**config.mk**
```make
export PLATFORM = sky130hd
export DESIGN_NAME = lsu
export DESIGN_NICKNAME = d
export VERILOG_FILES = /design/src/rtl/mips_pkg.sv /design/src/rtl/lsu_align.sv /design/src/rtl/lsu.sv
export SDC_FILE = /design/constraint.sdc
export NUM_CORES = 1
export LEC_CHECK = 0
export ABC_CLOCK_PERIOD_IN_PS = 1980
export BUFFER_PORTS_ARGS = -buffer_cell sky130_fd_sc_hd__buf_2
export CORE_MARGIN = 8
export CORE_UTILIZATION = 40
export DETAILED_ROUTE_END_ITERATION = 10
export PLACE_DENSITY_LB_ADDON = 0.15
export SYNTH_ARGS = -nofsm -noshare
export SYNTH_HDL_FRONTEND = slang
export SYNTH_SLANG_ARGS = --single-unit
```
**constraint.sdc**
```tcl
create_clock -name clock -period 1.98 [get_ports clock]
set_clock_uncertainty 0.05 [all_clocks]
set_input_delay 0.396 -clock clock [delete_from_list [all_inputs] [get_ports clock]]
set_output_delay 0.396 -clock clock [all_outputs]
set_load 0.02 [all_outputs]
```
**src/rtl/mips_pkg.sv**
```systemverilog
// Shared encodings for the MIPS datapath: access sizes and LSU FSM states.
package mips_pkg;

  localparam logic [1:0] SZ_BYTE = 2'b00;
  localparam logic [1:0] SZ_HALF = 2'b01;
  localparam logic [1:0] SZ_WORD = 2'b10;

  typedef enum logic [1:0] {
    IDLE = 2'd0,
    WAIT = 2'd1,
    DONE = 2'd2
  } lsu_state_t;

endpackage

```
**src/rtl/lsu_align.sv**
```systemverilog
// Combinational lane steering for the LSU: store byte enables and replicated
// write data, load lane extraction with sign/zero extension, and the
// misalignment decode for incoming requests.
module lsu_align
  import mips_pkg::*;
(
  input  logic [1:0]  st_size,
  input  logic [1:0]  st_off,
  input  logic [31:0] st_data,
  output logic [3:0]  st_be,
  output logic [31:0] st_wdata,
  output logic        bad,
  input  logic [1:0]  ld_size,
  input  logic        ld_unsigned,
  input  logic [1:0]  ld_off,
  input  logic [31:0] ld_word,
  output logic [31:0] ld_data
);

  logic [7:0]  ld_byte;
  logic [15:0] ld_half;

  // Store side: replicate data across lanes, enable only the addressed bytes.
  always_comb begin
    st_be    = '0;
    st_wdata = st_data;
    bad      = 1'b0;
    case (st_size)
      SZ_BYTE: begin
        st_be    = 4'b0001 << st_off;
        st_wdata = {4{st_data[7:0]}};
      end
      SZ_HALF: begin
        st_be    = 4'b0011 << st_off;
        st_wdata = {2{st_data[15:0]}};
        bad      = st_off[0];
      end
      SZ_WORD: begin
        st_be = 4'b1111;
        bad   = |st_off;
      end
      default: bad = 1'b1;
    endcase
  end

  // Load side: pick the addressed lane and extend it to a full word.
  always_comb begin
    ld_byte = ld_word[{ld_off, 3'b000} +: 8];
    ld_half = ld_word[{ld_off[1], 4'b0000} +: 16];
    case (ld_size)
      SZ_BYTE: ld_data = {{24{~ld_unsigned & ld_byte[7]}}, ld_byte};
      SZ_HALF: ld_data = {{16{~ld_unsigned & ld_half[15]}}, ld_half};
      default: ld_data = ld_word;
    endcase
  end

endmodule

```
**src/rtl/lsu.sv**
```systemverilog
// Load/store unit: accepts one access per instruction, runs a req/ack memory
// transaction, stalls the core until done and returns extended load data.
module lsu
  import mips_pkg::*;
#(
  parameter int ADDR_W = 32,
  parameter int DATA_W = 32
) (
  input  logic                clock,
  input  logic                reset,
  input  logic                req_valid,
  input  logic                req_write,
  input  logic [1:0]          req_size,
  input  logic                req_unsigned,
  input  logic [ADDR_W-1:0]   req_addr,
  input  logic [DATA_W-1:0]   req_wdata,
  output logic                stall,
  output logic [DATA_W-1:0]   rdata,
  output logic                rdata_valid,
  output logic                misalign,
  output logic                mem_req,
  output logic                mem_we,
  output logic [ADDR_W-1:0]   mem_addr,
  output logic [DATA_W-1:0]   mem_wdata,
  output logic [DATA_W/8-1:0] mem_be,
  input  logic                mem_ack,
  input  logic [DATA_W-1:0]   mem_rdata
);

  lsu_state_t  state, state_nxt;
  logic [1:0]  off_q, size_q;
  logic        uns_q;
  logic        accept;
  logic        bad_c;
  logic [3:0]  be_c;
  logic [31:0] wdata_c, ldata_c;

  lsu_align u_align (
    .st_size     (req_size),
    .st_off      (req_addr[1:0]),
    .st_data     (req_wdata),
    .st_be       (be_c),
    .st_wdata    (wdata_c),
    .bad         (bad_c),
    .ld_size     (size_q),
    .ld_unsigned (uns_q),
    .ld_off      (off_q),
    .ld_word     (mem_rdata),
    .ld_data     (ldata_c)
  );

  // Next-state and handshake outputs; mem_req derives from the state register only.
  always_comb begin
    state_nxt   = state;
    stall       = 1'b0;
    misalign    = 1'b0;
    mem_req     = 1'b0;
    rdata_valid = 1'b0;
    accept      = 1'b0;
    case (state)
      IDLE: begin
        if (req_valid) begin
          if (bad_c) begin
            misalign = 1'b1;
          end else begin
            accept    = 1'b1;
            stall     = 1'b1;
            state_nxt = WAIT;
          end
        end
      end
      WAIT: begin
        mem_req = 1'b1;
        stall   = 1'b1;
        if (mem_ack) state_nxt = DONE;
      end
      DONE: begin
        rdata_valid = 1'b1;
        state_nxt   = IDLE;
      end
      default: state_nxt = IDLE;
    endcase
  end

  // State register.
  always_ff @(posedge clock or negedge reset) begin
    if (!reset) state <= IDLE;
    else        state <= state_nxt;
  end

  // Transaction fields latched on accept; load result latched on the ack edge.
  always_ff @(posedge clock or negedge reset) begin
    if (!reset) begin
      mem_addr  <= '0;
      mem_we    <= 1'b0;
      mem_be    <= '0;
      mem_wdata <= '0;
      off_q     <= '0;
      size_q    <= '0;
      uns_q     <= 1'b0;
      rdata     <= '0;
    end else begin
      if (accept) begin
        mem_addr  <= {req_addr[ADDR_W-1:2], 2'b00};
        mem_we    <= req_write;
        mem_be    <= req_write ? be_c : '1;
        mem_wdata <= wdata_c;
        off_q     <= req_addr[1:0];
        size_q    <= req_size;
        uns_q     <= req_unsigned;
      end
      if (state == WAIT && mem_ack && !mem_we) rdata <= ldata_c;
    end
  end

endmodule

```
* Yosys cells after proc, flatten, opt, wreduce, memory -nomap -nowiden *
Cells that the tools add are included.

storage, ports and cells
  register bits after elaboration = 106
  bits in latches = 0
  memory bits (writable) = 0
  memory bits (read-only) = 0
  output and inout port bits = 105
  word-level logic and storage cells = 50
  memories = 0

cells by class
  add/sub/neg operators = 0
  multipliers = 0
  divide/modulo/power cells = 0
  magnitude comparators = 0
  equality and inequality tests = 8
  shifts and indexed selects = 4
  muxes and demuxes = 18
  bitwise gates (word level) = 3
  reduce and logical (&&, ||, !) cells = 8

operators by type and width
  cell                                                                number
  32-bit one-hot mux with 2 select lines                              2
  32-bit by 6-bit variable part select with 16-bit output             1
  32-bit by 6-bit variable part select with 8-bit output              1
  4-bit one-hot mux with 3 select lines                               1
  1-bit 2-to-1 mux                                                    8
  2-bit by 1-bit == test with 1-bit output (second input constant)    3
  2-bit zero test                                                     3
  2-bit 2-to-1 mux                                                    3
  2-bit != test (second input constant)                               3
  2-bit == test (second input constant)                               2
  4-bit 2-to-1 mux                                                    1
  2-bit one-hot mux with 2 select lines                               1
  1-bit by 2-bit left shift with 4-bit output (first input constant)  1
  2-bit by 2-bit left shift with 4-bit output (first input constant)  1
  1-bit one-hot mux with 3 select lines                               1
  3-bit AND reduction                                                 1
  1-bit AND                                                           2
  1-bit logical AND                                                   2
  1-bit one-hot mux with 2 select lines                               1
  2-bit OR reduction                                                  1
  1-bit zero test                                                     1
  1-bit inverter                                                      1

* Depth between registers and ports, before layout *
Gate-level depths: netlist (run 1).

  depth in word-level cells = 5
  gate-level depth with buffers = 7
  mapped depth without buffers = 4

* Hierarchy *
A second synthesis (run 1) with hierarchy kept.

second synthesis, totals
  cells, all modules = 433
  area total of the unflattened synthesis = 5,569.1 sq um

by module, submodules not included
  module     instances  cells an instance  area an instance (sq um)  sequential area each (sq um)
  lsu        1          241                4,395.5                   2,652.5
  lsu_align  1          192                1,173.6                   0.0

* Worst setup path before layout (run 1) *
Ideal clock, no wire load.

  kind = input-to-output
  start point = input port req_size[0]
  end point = output port misalign
  data arrival time = 1.672 ns
  data required time = 1.534 ns
  slack = -0.138 ns
  stages = 4
  path through = buf_2 a21oi_1 or2_2 nor4b_1

on the way
  longest elaborated chain between the ends = 5
  elaborated cells on any way between the ends = 7

RTL lines
  element                                  line             RTL
  start: declaration                       lsu.sv:13        input logic [1:0] req_size,
  2-bit == test (tied with other cells)    lsu_align.sv:28  case (st_size)
  1-bit one-hot mux with 3 select lines *  lsu_align.sv:28
  1-bit 2-to-1 mux *                       lsu.sv:63        if (bad_c) begin
  1-bit 2-to-1 mux *                       lsu.sv:62        if (req_valid) begin
  1-bit 2-to-1 mux *                       lsu.sv:60        case (state)
  end: declaration                         lsu.sv:20        output logic misalign,

Mark *: on every way between the ends. The rest lies on a longest branch, timed or not.

* Final worst setup path (run 1) *
  start point = register off_q[1]
  end point = register rdata[13]

on the way
  longest elaborated chain between the ends = 3
  elaborated cells on any way between the ends = 4

RTL lines
  element                                                 line             RTL
  start: declaration                                      lsu.sv:31        logic [1:0] off_q, size_q;
  start signal: assignment                                lsu.sv:108       off_q <= req_addr[1:0];
  32-bit by 6-bit variable part select with 8-bit output  lsu_align.sv:48  ld_byte = ld_word[{ld_off, 3'b000} +: 8];
  1-bit AND                                               lsu_align.sv:51  SZ_BYTE: ld_data = {{24{~ld_unsigned & ld_byte[7]}}, ld_byte};
  32-bit one-hot mux with 2 select lines *                lsu_align.sv:50  case (ld_size)
  end signal: assignment                                  lsu.sv:112       if (state == WAIT && mem_ack && !mem_we) rdata <= ldata_c;
  end: declaration                                        lsu.sv:18        output logic [DATA_W-1:0] rdata,

Marked as above.
A chain may end at the register's enable or synchronous reset.

==> flow_summary_export.csv, run 1 <==
group,metric,value,unit
run_status,outcome,"finished, final reports clean",
route,postRouteAntennaNets,0,
synth,synth_compound_area_frac,0.108,
global_route,grt_max_degree,41,
setup_path,start_kind,"flop",
synth,ys_ff_latch,106,
layout,final_cell_mix,"buf_2 (205), dfrtp_1 (106), nand2_1 (52)",
setup_path,slowest_delay,0.64,ns
clock_tree,post_cts_resized,0,
synth,synthXorXnorAreaFrac,0,
clock_tree,hold_buffers,1,
synth,synthCells,436,
die,fp.dieH,128,um
clock_tree,ctsLongestPathBuffers,2,
setup_path,critPathKind,"reg2reg",
placed_design,placedCellCount,799,
setup_path,required,2.14,ns
synth,synth_mux_area_frac,0.195,
clock_tree,post_cts_buffers,0,
global_route,grt_pass1_wl,22900,um
sta,fin_ws,0.100,ns
setup_path,crit_buf_inv,0,
clock_tree,numCtsBuffers,9,
die,ioPinCount,209,
route,drc,0,
synth,yosys.area_share.simple,0.123,
layout,diodes,0,
power,ir_drop,0.549,mV
synth,synth.distinct_cells,42,
global_route,grt_pass1_vias,4327,
placed_design,place_congestion,0.867,
layout,nNetsFinal,743,
setup_path,path_cells,"mux2i_1, o22ai_1, a211oi_4, a21oi_1",
die,die_w,128,um
global_route,antenna_found_initial,0,
synth,synth_area_leaders,"dfrtp_1 (53%), mux2_4 (12%), mux2i_1 (5.0%)",
placed_design,placed_area,6330,um^2
sta,period_share,0.949,
global_route,grt_overflow,0,
sta,finalSetupViolations,0,
setup_path,end_kind,"flop",
synth,synth_area_per_cell,11.5,um^2
sta,hold_ws,0.213,ns
clock_tree,htree_num_levels,3,
sta,tns,0,ns
clock_tree,cts_num_sinks,106,
sta,final-hold-violation-count,0,
synth,ys_seq_area_frac,0.528,
route,via_count,4085,
route,routed_wirelength,14500,um
clock_tree,cts_root_buffer,"clkbuf_16",
setup_path,cp_slowest_cell,"dfrtp_1",
power,cellPowerDensity,1300,nW/um^2
synth,ys.flop_type,"dfrtp_1",
synth,synth_adder_area_share,0,
die,start_util,0.404,
sta,min_period,1.88,ns
synth,synth_area,5020,um^2
setup_path,critPathArrivalTime,2.04,ns
clock_tree,cts_tree,"built",
die,rows,41,
placed_design,hpwl,11100,um
synth,synth_top_family_by_area,"multiplexers",
global_route,track_usage,0.178,
sta,rsz0062_at_grt,"no",
setup_path,worst-path-max-fanout,12,
power,total_power,8.57,mW
die,core_area,12400,um^2
layout,fin_cells,816,
layout,final_common_cell,"buf_2",
placed_design,io_buffers,206,
synth,ys_warn_count,0,
synth,synth_edf_count,0,
job,drv_cap,0,
layout,fin_area,6620,um^2
sta,drv_slew,0,
power,leakagePower,3.41,nW
synth,synth_top_area_share,0.528,
sta,max_clock_freq,532,MHz
route,firstDrtPassIters,4,
placed_design,pre_cts_slack,0.120,ns
layout,fin_util,0.533,
worst_hold_path,hp-class,"in2reg",
synth,ys_async_sr_fraction,1.00,
setup_path,critical_path.top_delay_family,"compound AO/OA/AOI/OAI gates",
layout,post_route_cells_drive_above_1_share,0.467,
synth,synth_top_cell_by_area,"dfrtp_1",
layout,areaGrowthSynthToFinish,31.8,%
die,die-area,16400,um^2
route,viasPerCell,5.01,
clock_tree,insertion_delay,0.35,ns
route,drt-wirelength-per-cell,17.8,um
clock_tree,path_clk_slew,0.07,ns
route,drt_iter0_markers,263,
path summary, 6_finish.rpt:
check / end / startpoint / depth (start not counted) / slack, ns
min reg2reg: mem_wdata[26] / mem_wdata[26] / 2 / 0.43
max in group asynchronous: mem_addr[29] / reset / 3 / 0.80
max: rdata[13] / off_q[1] / 4 / 0.10
min in group asynchronous: rdata[24] / reset / 2 / 0.50
min: state[0] / mem_ack / 2 / 0.21
max reg2reg: rdata[13] / off_q[1] / 4 / 0.10
final cells by class:
class / instances / area, um^2
Clock buffer: 9 / 225
Inverter: 4 / 15.0
Timing Repair Buffer: 225 / 1280
Multi-Input combinational cell: 293 / 2180
Tap cell: 172 / 215
Clock inverter: 7 / 53.8
Fill cell: 1160 / 5800
Sequential cell: 106 / 2650
routing by layer:
metal,wire (um),GRT usage
met5,0,0
met4,279,0.0692
met3,1240,0.0587
met2,7120,0.298
met1,5900,0.207
cell usage after synthesis (2+ instances only):
master	n
a21oi_1	19
a221o_1	8
a22o_1	2
a31oi_1	2
a32oi_1	7
buf_2	13
buf_4	4
buf_6	7
clkbuf_1	9
dfrtp_1	106
inv_1	4
mux2_2	10
mux2_4	40
mux2i_1	25
nand2_1	52
nand2b_1	3
nand3_1	32
nand3b_1	7
nor2_1	21
nor2_2	2
nor2b_1	2
nor3b_1	2
o21ai_0	38
o22ai_1	2
or2_2	2
report_power, final:
part	internal (mW)	switching [mW]	leakage (nW)	total, mW
registers	2.92	0.470	1.29	3.39
logic	1.44	2.06	1.99	3.50
clock network	0.859	0.821	0.128	1.68
total	5.22	3.35	3.41	8.57
sequential cells by signal, summed over array words and instances, names as in the netlist:
name       flops
mem_wdata     32
rdata         32
mem_addr      30
mem_be         4
off_q          2
size_q         2
state          2
mem_we         1
uns_q          1
kinds of logic after synthesis:
family	count (synthesis)
flip-flops	106
buffers and inverters	38
AND/OR/NAND/NOR	130
other	1
multiplexers	76
AO/OA/AOI/OAI	85
No activity file was read; power rests on OpenSTA's default activity.
==> run 2: changes to the inputs <==
ABC_CLOCK_PERIOD_IN_PS = 2100   (was 1980)
clock period = 2.1 ns   (was 1.98 ns; I/O delays follow)
==> flow_summary_export.csv, run 2 (synthesis results as in run 1) <==
group,metric,value,unit
layout,final_common_cell,"buf_2",
setup_path,end_kind,"output port",
clock_tree,cts_root_buffer,"clkbuf_16",
placed_design,pre_cts_slack,0.132,ns
sta,rsz0062_at_grt,"no",
setup_path,r2r_setup_slack,0.32,ns
setup_path,reg2reg_from,"off_q[1]",
sta,tns,0,ns
clock_tree,path_clk_slew,0.07,ns
clock_tree,hold_buffers,0,
setup_path,required,1.63,ns
sta,worstMarginPinSlew,0.529,ns
layout,num-fill-cells,1179,
placed_design,place_congestion,0.809,
global_route,grt_pass1_wl,22700,um
sta,period_share,0.930,
layout,diodes,0,
setup_path,worst-path-max-fanout,7,
route,firstDrtPassIters,4,
route,via_count,4057,
die,fp.dieH,128,um
placed_design,io_buffers,206,
route,drt_iter0_markers,276,
clock_tree,cts_num_sinks,106,
global_route,grt_max_degree,39,
layout,final_cell_mix,"buf_2 (205), dfrtp_1 (105), nand2_1 (52)",
sta,max_clock_freq,512,MHz
setup_path,critPathArrivalTime,1.48,ns
global_route,track_usage,0.176,
run_status,violations,"hold timing",
route,drc,0,
placed_design,hpwl,11000,um
die,core_area,12400,um^2
power,total_power,8.36,mW
die,ioPinCount,209,
clock_tree,numCtsBuffers,9,
clock_tree,htree_num_levels,3,
layout,post_route_cells_drive_above_1_share,0.467,
job,drv_cap,0,
global_route,grt_overflow,0,
die,start_util,0.404,
worst_hold_path,hp-class,"in2async",
route,postRouteAntennaNets,0,
run_status,outcome,"finished with violations",
layout,fin_util,0.533,
sta,fin_ws,0.146,ns
global_route,antenna_found_initial,0,
clock_tree,ctsLongestPathBuffers,2,
route,drt-wirelength-per-cell,17.7,um
sta,max_slew_margin,0.647,
sta,finalSetupViolations,0,
power,cellPowerDensity,1260,nW/um^2
setup_path,r2r-end,"rdata[10]",
sta,hold_ws,-0.0102,ns
die,rows,41,
setup_path,cp-startpoint,"req_addr[0]",
clock_tree,insertion_delay,0.35,ns
sta,drv_slew,0,
setup_path,critPathKind,"in2out",
sta,final-hold-violation-count,4,
clock_tree,cts_tree,"built",
route,viasPerCell,5.00,
route,routed_wirelength,14400,um
layout,areaGrowthSynthToFinish,31.8,%
sta,min_period,1.95,ns
setup_path,worst_r2r_path_depth,4,
setup_path,start_kind,"input port",
power,ir_drop,0.453,mV
die,die-area,16400,um^2
global_route,grt_pass1_vias,4328,
die,die_w,128,um
power,leakagePower,3.42,nW
layout,nNetsFinal,739,
layout,top_regs,"mem_wdata: 32 flops, rdata: 32 flops, mem_addr: 30 flops",
==> run 2: stage by stage <==
step | hold WS [ns] | instances | instance area (um^2)
2_1_floorplan | 0.0744 | 437 | 5030
3_3_place_gp | 0.383 | 796 | 6280
3_5_place_dp | 0.382 | 796 | 6280
4_1_cts | 0.00744 | 812 | 6620
5_1_grt | 0.0290 | 812 | 6620
6_report | -0.0102 | 812 | 6620
==> run 2: final cells by class <==
class                           instances  area [um^2]  area share
Inverter                                4         15.0     0.00227
Clock inverter                          5         85.1      0.0129
Timing Repair Buffer                  221         1220       0.184
Sequential cell                       106         2650       0.401
Tap cell                              172          215      0.0325
Clock buffer                           11          253      0.0382
Multi-Input combinational cell        293         2180       0.329
==> run 2: layer usage <==
layer / routed length [um] / GRT usage / part of all wire
met1: 5850 / 0.210 / 0.41
met4: 197 / 0.0601 / 0.014
met5: 0 / 0 / 0
met3: 1320 / 0.0587 / 0.092
met2: 7000 / 0.292 / 0.49
==> run 2: worst max path at each step <==
stage / endpoint / slack (ns)
final: misalign / 0.15
after global routing: misalign / 0.06
after CTS: misalign / 0.13
after detailed placement: misalign / 0.13
after global placement: misalign / 0.17
after floorplan: misalign / 0.20
==> run 2: repair_timing <==
action / 4_1_cts / 5_1_grt
setup buffers: 0 / 0
endpoints found under the setup margin: 0 / 5
resized for setup: 0 / 1
==> run 2: critical path, stage by stage <==
cell and delay, ns:
buf_2 0.15, a21oi_1 0.13, or2_2 0.32, nor4b_2 0.25, buf_2 0.21
==> run 2: power breakdown <==
part	switching (mW)	total, mW	internal, mW
Combinational	1.93	3.28	1.35
Sequential	0.443	3.20	2.75
Clock	0.766	1.88	1.12
Total	3.14	8.36	5.22
==> run 3: changes to the inputs <==
CTS_BUF_LIST = sky130_fd_sc_hd__clkbuf_8   (was unset)
==> flow_summary_export.csv, run 3 (synthesis results as in run 1) <==
group,metric,value,unit
sta,drv_slew,0,
setup_path,path_cells,"buf_2, a21oi_1, or2_2, nor4b_2, buf_2",
sta,max_clock_freq,512,MHz
layout,final_cell_mix,"buf_2 (205), dfrtp_1 (105), nand2_1 (52)",
clock_tree,post_cts_buffers,0,
die,core_area,12400,um^2
run_status,outcome,"finished, final reports clean",
setup_path,worst-path-max-fanout,7,
route,postRouteAntennaNets,0,
sta,tns,0,ns
setup_path,critPathKind,"in2out",
clock_tree,ctsLongestPathBuffers,2,
die,die_w,128,um
clock_tree,insertion_delay,0.38,ns
route,routed_wirelength,14400,um
setup_path,slowest_delay,0.32,ns
power,cellPowerDensity,1220,nW/um^2
global_route,antenna_found_initial,0,
die,start_util,0.404,
layout,diodes,0,
layout,areaGrowthSynthToFinish,30.0,%
global_route,track_usage,0.176,
setup_path,cp_slowest_cell,"or2_2",
clock_tree,cts_root_buffer,"clkbuf_8",
route,firstDrtPassIters,5,
route,via_count,4046,
layout,top_regs,"mem_wdata: 32 flops, rdata: 32 flops, mem_addr: 30 flops",
setup_path,required,1.63,ns
sta,period_share,0.929,
sta,fin_ws,0.149,ns
placed_design,pre_cts_slack,0.132,ns
layout,final_common_cell,"buf_2",
setup_path,critPathArrivalTime,1.48,ns
sta,rsz0062_at_grt,"no",
die,ioPinCount,209,
clock_tree,path_clk_slew,0.10,ns
global_route,grt_overflow,0,
setup_path,start_kind,"input port",
layout,post_route_cells_drive_above_1_share,0.466,
clock_tree,cts_tree,"built",
clock_tree,cts_num_sinks,106,
job,drv_cap,0,
die,die-area,16400,um^2
sta,final-hold-violation-count,0,
sta,worstMarginPinSlew,0.531,ns
global_route,grt_pass1_vias,4312,
global_route,grt_max_degree,39,
setup_path,end_kind,"output port",
clock_tree,numCtsBuffers,9,
worst_hold_path,hp-class,"in2reg",
sta,max_slew_margin,0.646,
clock_tree,htree_num_levels,3,
route,drt-wirelength-per-cell,17.7,um
power,leakagePower,3.37,nW
sta,min_period,1.95,ns
global_route,grt_pass1_wl,22500,um
die,rows,41,
placed_design,io_buffers,206,
sta,finalSetupViolations,0,
setup_path,critical-path-top-cell-by-count,"buf_2",
power,ir_drop,0.546,mV
layout,nNetsFinal,740,
placed_design,place_congestion,0.809,
die,fp.dieH,128,um
route,viasPerCell,4.98,
route,drc,0,
placed_design,hpwl,11000,um
route,drt_iter0_markers,275,
-- run 3: critical path, delay by kind of cell --
| family | cells | cell delay [ns] |
|---|---|---|
| simple gates | 2 | 0.57 |
| buf+inv | 2 | 0.36 |
| compound gates | 1 | 0.13 |
-- run 3: timing repair --
| item | CTS | global route |
|---|---|---|
| hold endpoints to repair | 36 | 0 |
| hold buffers | 1 | 0 |
| setup endpoints to repair | 0 | 7 |
| gates resized for setup | 0 | 1 |
-- run 3: power by group --
part	switching, mW	internal [mW]
clock	0.726	0.744
combinational	1.93	1.35
sequential	0.445	2.75
total	3.10	4.84
-- run 3: final timing paths --
check / start / endpoint / slack (ns) / cells past startpoint
setup / recovery: req_addr[0] / misalign / 0.15 / 5
setup reg to reg: off_q[1] / rdata[10] / 0.30 / 4
max in group asynchronous: reset / rdata[17] / 0.90 / 3
min in group asynchronous: reset / rdata[30] / 0.50 / 2
hold / removal: mem_ack / state[0] / 0.20 / 2
hold reg to reg: mem_be[2] / mem_be[2] / 0.43 / 2
-- run 3: final cells by class --
class / count / area, um^2
fillers: 1193 / 5890
flip-flops and latches: 106 / 2650
multi-input cells: 293 / 2180
repair buffers: 222 / 1230
well taps: 172 / 215
clock buffers: 11 / 151
clock inverters: 5 / 85.1
inverters: 4 / 15.0
-- run 3: metal layers --
layer | global-route usage | part of all wire | vias to the layer above
li1 | - | - | 1938
met1 | 0.210 | 0.41 | 1947
met2 | 0.290 | 0.49 | 148
met3 | 0.0582 | 0.088 | 13
met4 | 0.0622 | 0.014 | 0
met5 | 0 | 0 | -
-- run 3: stage by stage --
stage	instance area [um^2]	total power [mW]	util	instances	hold slack, ns
6_report	6530	7.94	0.526	813	0.204
5_1_grt	6530	8.42	0.526	813	0.193
4_1_cts	6530	8.04	0.526	813	0.180
3_5_place_dp	6280	6.56	0.506	796	0.382
3_3_place_gp	6280	6.50	0.506	796	0.383
2_1_floorplan	5030	5.28	-	437	0.0744
